**config.mk**
```make
export PLATFORM = sky130hd
export DESIGN_NAME = ysyx_24100006_rd_xbar
export DESIGN_NICKNAME = d
export VERILOG_FILES = /design/src/rtl/ysyx_24100006_rd_xbar_pkg.sv /design/src/rtl/ysyx_24100006_rd_addr_dec.sv /design/src/rtl/ysyx_24100006_rd_xbar.sv
export SDC_FILE = /design/constraint.sdc
export NUM_CORES = 1
export LEC_CHECK = 0
export ABC_CLOCK_PERIOD_IN_PS = 2800
export CORE_MARGIN = 10
export CORE_UTILIZATION = 42
export CTS_BUF_LIST = sky130_fd_sc_hd__clkbuf_8 sky130_fd_sc_hd__clkbuf_16
export DETAILED_ROUTE_END_ITERATION = 16
export PLACE_DENSITY = 0.92
export SYNTH_ARGS = -nofsm -noshare
export SYNTH_HDL_FRONTEND = slang
export SYNTH_SLANG_ARGS = --single-unit
```
**constraint.sdc**
```tcl
create_clock -name clk -period 2.8 [get_ports clk]
set_input_delay 0.56 -clock clk [delete_from_list [all_inputs] [get_ports clk]]
set_output_delay 0.56 -clock clk [all_outputs]
set_load 0.05 [all_outputs]
```
**src/rtl/ysyx_24100006_rd_xbar_pkg.sv**
```systemverilog
// ysyx_24100006_rd_xbar_pkg: shared state encoding, target select and response codes
// for the read crossbar.
`timescale 1ns/1ps
`default_nettype none

package ysyx_24100006_rd_xbar_pkg;

    typedef enum logic [2:0] {
        IDLE       = 3'd0,
        CLINT_REQ  = 3'd1,
        CLINT_WAIT = 3'd2,
        MEM_AR     = 3'd3,
        MEM_R      = 3'd4,
        ERR        = 3'd5,
        RESP       = 3'd6
    } state_e;

    typedef enum logic [1:0] {
        TGT_CLINT = 2'd0,
        TGT_MEM   = 2'd1,
        TGT_ERR   = 2'd2
    } tgt_e;

    localparam logic [1:0] RESP_OKAY   = 2'b00;
    localparam logic [1:0] RESP_SLVERR = 2'b10;
    localparam logic [1:0] RESP_DECERR = 2'b11;

    // Unsigned offset compare: addresses below BASE wrap to huge offsets and miss.
    function automatic logic in_window(input logic [31:0] addr,
                                       input logic [31:0] base,
                                       input logic [31:0] size);
        logic [31:0] off;
        off = addr - base;
        return off < size;
    endfunction

endpackage

`default_nettype wire

```
**src/rtl/ysyx_24100006_rd_addr_dec.sv**
```systemverilog
// ysyx_24100006_rd_addr_dec: combinational read-address decoder selecting CLINT,
// main memory or the local error responder.
`timescale 1ns/1ps
`default_nettype none

module ysyx_24100006_rd_addr_dec
    import ysyx_24100006_rd_xbar_pkg::*;
#(
    parameter logic [31:0] CLINT_BASE = 32'h0200_0000,
    parameter logic [31:0] CLINT_SIZE = 32'h0001_0000,
    parameter logic [31:0] MEM_BASE   = 32'h8000_0000,
    parameter logic [31:0] MEM_SIZE   = 32'h0800_0000
) (
    input  logic [31:0] i_addr,
    output tgt_e        o_tgt
);

    logic w_clint_hit;
    logic w_mem_hit;

    assign w_clint_hit = in_window(i_addr, CLINT_BASE, CLINT_SIZE);
    assign w_mem_hit   = in_window(i_addr, MEM_BASE, MEM_SIZE);

    // CLINT wins when the windows overlap.
    always_comb begin
        o_tgt = TGT_ERR;
        if (w_clint_hit) begin
            o_tgt = TGT_CLINT;
        end else if (w_mem_hit) begin
            o_tgt = TGT_MEM;
        end
    end

endmodule

`default_nettype wire

```
**src/rtl/ysyx_24100006_rd_xbar.sv**
```systemverilog
// ysyx_24100006_rd_xbar: AXI-Lite read crossbar, LSU master to CLINT / main memory,
// one transaction in flight. Define RD_XBAR_PERF_EN to add performance counters.
`timescale 1ns/1ps
`default_nettype none

module ysyx_24100006_rd_xbar
    import ysyx_24100006_rd_xbar_pkg::*;
#(
    parameter logic [31:0] CLINT_BASE = 32'h0200_0000,
    parameter logic [31:0] CLINT_SIZE = 32'h0001_0000,
    parameter logic [31:0] MEM_BASE   = 32'h8000_0000,
    parameter logic [31:0] MEM_SIZE   = 32'h0800_0000
) (
    input  logic        clk,
    input  logic        reset,
    input  logic [31:0] m_araddr,
    input  logic        m_arvalid,
    output logic        m_arready,
    output logic        m_rvalid,
    output logic [31:0] m_rdata,
    output logic [1:0]  m_rresp,
    input  logic        m_rready,
    output logic [31:0] clint_araddr,
    output logic        clint_arvalid,
    input  logic        clint_rvalid,
    input  logic [31:0] clint_rdata,
    output logic [31:0] mem_araddr,
    output logic        mem_arvalid,
    input  logic        mem_arready,
    input  logic        mem_rvalid,
    input  logic [31:0] mem_rdata,
    input  logic [1:0]  mem_rresp,
    output logic        mem_rready
`ifdef RD_XBAR_PERF_EN
    ,
    output logic [31:0] perf_clint_cnt,
    output logic [31:0] perf_mem_cnt,
    output logic [31:0] perf_err_cnt,
    output logic [31:0] perf_stall_cnt
`endif
);

    state_e      r_state;
    logic [31:0] r_addr;
    logic        r_arready;
    logic        r_rvalid;
    logic [31:0] r_rdata;
    logic [1:0]  r_rresp;
    logic        r_clint_arvalid;
    logic        r_mem_arvalid;
    logic        r_mem_rready;
    tgt_e        w_tgt;
    logic        w_ar_hs;

    ysyx_24100006_rd_addr_dec #(
        .CLINT_BASE (CLINT_BASE),
        .CLINT_SIZE (CLINT_SIZE),
        .MEM_BASE   (MEM_BASE),
        .MEM_SIZE   (MEM_SIZE)
    ) u_dec (
        .i_addr (m_araddr),
        .o_tgt  (w_tgt)
    );

    assign w_ar_hs = (r_state == IDLE) && m_arvalid && r_arready;

    always_ff @(posedge clk or negedge reset) begin
        if (!reset) begin
            r_state         <= IDLE;
            r_addr          <= 32'h0;
            r_arready       <= 1'b0;
            r_rvalid        <= 1'b0;
            r_rdata         <= 32'h0;
            r_rresp         <= RESP_OKAY;
            r_clint_arvalid <= 1'b0;
            r_mem_arvalid   <= 1'b0;
            r_mem_rready    <= 1'b0;
        end else begin
            case (r_state)
                IDLE: begin
                    // arready comes up one cycle after reset release so all outputs start at 0.
                    r_arready <= 1'b1;
                    if (w_ar_hs) begin
                        r_addr    <= m_araddr;
                        r_arready <= 1'b0;
                        case (w_tgt)
                            TGT_CLINT: begin
                                r_state         <= CLINT_REQ;
                                r_clint_arvalid <= 1'b1;
                            end
                            TGT_MEM: begin
                                r_state       <= MEM_AR;
                                r_mem_arvalid <= 1'b1;
                            end
                            default: r_state <= ERR;
                        endcase
                    end
                end
                CLINT_REQ: begin
                    r_clint_arvalid <= 1'b0;
                    r_state         <= CLINT_WAIT;
                end
                CLINT_WAIT: begin
                    if (clint_rvalid) begin
                        r_rdata  <= clint_rdata;
                        r_rresp  <= RESP_OKAY;
                        r_rvalid <= 1'b1;
                        r_state  <= RESP;
                    end
                end
                MEM_AR: begin
                    if (mem_arready) begin
                        r_mem_arvalid <= 1'b0;
                        r_mem_rready  <= 1'b1;
                        r_state       <= MEM_R;
                    end
                end
                MEM_R: begin
                    if (mem_rvalid) begin
                        r_rdata      <= mem_rdata;
                        r_rresp      <= mem_rresp;
                        r_mem_rready <= 1'b0;
                        r_rvalid     <= 1'b1;
                        r_state      <= RESP;
                    end
                end
                ERR: begin
                    r_rdata  <= 32'h0;
                    r_rresp  <= RESP_DECERR;
                    r_rvalid <= 1'b1;
                    r_state  <= RESP;
                end
                RESP: begin
                    if (m_rready) begin
                        r_rvalid  <= 1'b0;
                        r_arready <= 1'b1;
                        r_state   <= IDLE;
                    end
                end
                default: r_state <= IDLE;
            endcase
        end
    end

    assign m_arready     = r_arready;
    assign m_rvalid      = r_rvalid;
    assign m_rdata       = r_rdata;
    assign m_rresp       = r_rresp;
    assign clint_araddr  = r_addr;
    assign clint_arvalid = r_clint_arvalid;
    assign mem_araddr    = r_addr;
    assign mem_arvalid   = r_mem_arvalid;
    assign mem_rready    = r_mem_rready;

`ifdef RD_XBAR_PERF_EN
    tgt_e        r_tgt;
    logic [31:0] r_perf_clint;
    logic [31:0] r_perf_mem;
    logic [31:0] r_perf_err;
    logic [31:0] r_perf_stall;
    logic        w_r_hs;

    assign w_r_hs = (r_state == RESP) && m_rready;

    always_ff @(posedge clk or negedge reset) begin
        if (!reset) begin
            r_tgt        <= TGT_ERR;
            r_perf_clint <= 32'h0;
            r_perf_mem   <= 32'h0;
            r_perf_err   <= 32'h0;
            r_perf_stall <= 32'h0;
        end else begin
            if (w_ar_hs) begin
                r_tgt <= w_tgt;
            end
            if (w_r_hs) begin
                case (r_tgt)
                    TGT_CLINT: r_perf_clint <= r_perf_clint + 32'd1;
                    TGT_MEM:   r_perf_mem   <= r_perf_mem + 32'd1;
                    default:   r_perf_err   <= r_perf_err + 32'd1;
                endcase
            end
            if (r_state != IDLE) begin
                r_perf_stall <= r_perf_stall + 32'd1;
            end
        end
    end

    assign perf_clint_cnt = r_perf_clint;
    assign perf_mem_cnt   = r_perf_mem;
    assign perf_err_cnt   = r_perf_err;
    assign perf_stall_cnt = r_perf_stall;
`endif

endmodule

`default_nettype wire
```
==> impl_metrics.csv <==
group,metric,value,unit
status,outcome,"finished clean",
detailed_routing,top_layer,"met4",
sta,maxSlewViolCount,0,
setup_path,required,3.05,ns
placed_design,gp_congestion,0.850,
die,core_area,0.00834,mm^2
sta,fin_tns_setup,0,ns
layout,fillers,640,
pwr,finalPower,8.56,mW
sta,relSlewSlack,0.379,
setup_path,startpoint_type,"flip-flop",
global_routing,antenna_found_initial,0,
setup_path,reg2reg_setup_slack,0.64,ns
pwr,cellPowerDensity,1480,mW/mm^2
setup_path,worstPathArrival,2.42,ns
clock_network,hold_buffers,0,
sta,fin_skew,0.0225,ns
clock_network,h-tree-depth,3,
detailed_routing,drc,0,
global_routing,grt_pass1_vias,3628,
yosys,syn_area_per_cell,8.76,um^2
clock_network,clock_sinks,74,
global_routing,gr-total-overflow,0,
detailed_routing,vias_per_cell,5.07,
detailed_routing,drt_iter0_drc,158,
clock_network,post_cts_buffers,0,
global_routing,grt_max_degree,75,
sta,grt_setup_unrepaired,"no",
layout,final_cells,690,
detailed_routing,dr_wl_met2,6010,um
setup_path,end_kind,"flip-flop",
die,die_area,0.0128,mm^2
die,rows,33,
clock_network,clock_path_buffers,2,
layout,drive_gt1_frac,0.0462,
placed_design,place_inst,674,
layout,area_growth,58.0,%
clock_network,cts_tree,"done",
sta,hold_viol_final,0,
sta,timing.fmax,462,MHz
yosys,syn_area,0.00365,mm^2
yosys,synth_cells,417,
layout,fin_util,0.692,
clock_network,postCtsResizedCells,0,
global_routing,grt_usage,0.179,
detailed_routing,vias,3495,
hold_path,hold_path.class,"in -> async",
job,max-cap-violations,0,
yosys,synth-warning-count,0,
die,die_h,113,um
layout,nets,686,
sta,period_needed,2.16,ns
detailed_routing,drt-total-wl,12200,um
clock_network,cts_buffers,9,
layout,final_common_cell,"clkdlybuf4s50_1",
sta,setup_viol,0,
yosys,synth_nets,523,
sta,period_share,0.772,
detailed_routing,wl_per_cell,17.6,um
clock_network,clk_latency,0.34,ns
global_routing,grt_pass1_wl,18900,um
pwr,p_leak,2.43,nW
sta,tightestPinTransition,0.932,ns
placed_design,portBuffers,207,
die,ioPinCount,208,
detailed_routing,antenna_left,0,
die,die_w,113,um
clock_network,clk_pin_slew,0.09,ns
detailed_routing,firstDrtPassIters,4,
pwr,peakVddDrop,0.897,mV
sta,whs,0.320,ns
layout,diodes,0,
yosys,yosysSeqAreaShare,0.507,
detailed_routing,dr_wl_met3,1430,um
die,initial_core_util,0.438,
yosys,synth_cell_types,34,
yosys,synth_seq_cells,74,
setup_path,path_class,"reg -> reg",
detailed_routing,wl_met1,4600,um
clock_network,ctsRootBufferMaster,"clkbuf_8",
layout,final_cell_mix,"206 x clkdlybuf4s50_1, 98 x nand2_1, 74 x dfrtp_1",
placed_design,dp_hpwl,9670,um
setup_path,path_max_fanout,47,
==> metal layers <==
layer / up-vias / GRT usage
met1: 1641 / 0.192
li1: 1672 / -
met5: - / 0
met3: 12 / 0.0866
met2: 170 / 0.312
met4: 0 / 0.0406
==> metrics by stage <==
stage	setup slack (ns)	area, um^2
after floorplan	1.15	3650
after global placement	0.497	5520
after detailed placement	0.361	5520
after CTS	0.616	5770
after global routing	0.438	5770
final	0.637	5770
==> path summary, 6_finish.rpt <==
path | to | start | cells after the start
max | m_rdata[6] | r_state[2] | 5
min | clint_araddr[20] | reset | 1
max reg2reg | m_rdata[6] | r_state[2] | 5
min reg2reg | clint_araddr[5] | clint_araddr[5] | 2
max in group asynchronous | r_state[1] | reset | 1
min in group clk | clint_araddr[5] | clint_araddr[5] | 2
==> cell type report <==
type | count | area, um^2 | area share
Tap cell | 105 | 131 | 0.0228
Multi-Input combinational cell | 278 | 1400 | 0.242
Inverter | 5 | 18.8 | 0.00325
Clock buffer | 10 | 138 | 0.0238
Clock inverter | 6 | 114 | 0.0197
Timing Repair Buffer | 212 | 2120 | 0.367
Sequential cell | 74 | 1850 | 0.321
==> sequential cells by signal, summed over array words and instances, names as in the netlist <==
register,count
r_state,3
clint_arvalid,1
m_arready,1
mem_rready,1
clint_araddr,32
m_rdata,32
m_rvalid,1
m_rresp,2
mem_arvalid,1
==> worst max-delay path, stage by stage, from the launching register on <==
cell and delay [ns]:
dfrtp_1 0.53, or2_4 0.34, o21ai_4 0.46, buf_4 0.48, nor2_1 0.09, a21oi_1 0.16
==> cell families (layout without fill, tap and decap cells) <==
| kind of cell | after synthesis | in the layout | share of synthesized area |
|---|---|---|---|
| AND/OR/NAND/NOR | 187 | 187 | 0.241 |
| XOR/XNOR | 1 | 1 | 0.00240 |
| AO/OA/AOI/OAI | 87 | 87 | 0.125 |
| multiplexers | 2 | 2 | 0.00548 |
| buffers and inverters | 65 | 233 | 0.115 |
| flip-flops | 74 | 74 | 0.507 |
| adder cells (fa/ha/maj) | 1 | 1 | 0.00343 |
==> report_power, final <==
group          switching (mW)  internal, mW
clock network           0.399         0.618
registers               0.395          1.59
logic                    3.77          1.79
==> cells in the mapped netlist (all sizes together) <==
cell type	count	area [um^2]
nand4	1	6.26
a31oi	1	6.26
clkbuf	7	26.3
o22ai	2	12.5
dfrtp	74	1850
mux2i	2	20.0
ha	1	12.5
inv	5	18.8
nand3b	1	7.51
xnor2	1	8.76
nor2	40	150
nand2b	2	12.5
a22o	1	8.76
nor3b	33	248
nor4b	2	17.5
o21a	1	7.51
a32o	1	10.0
buf	53	377
nand2	98	368
a211o	1	8.76
nor3	1	10.0
or2	2	15.0
a21oi	71	355
and3b	1	8.76
a211oi	1	7.51
nor2b	2	12.5
o21ai	8	40.0
nor4	1	6.26
or3	3	18.8
No activity file was read; power rests on OpenSTA's default activity.
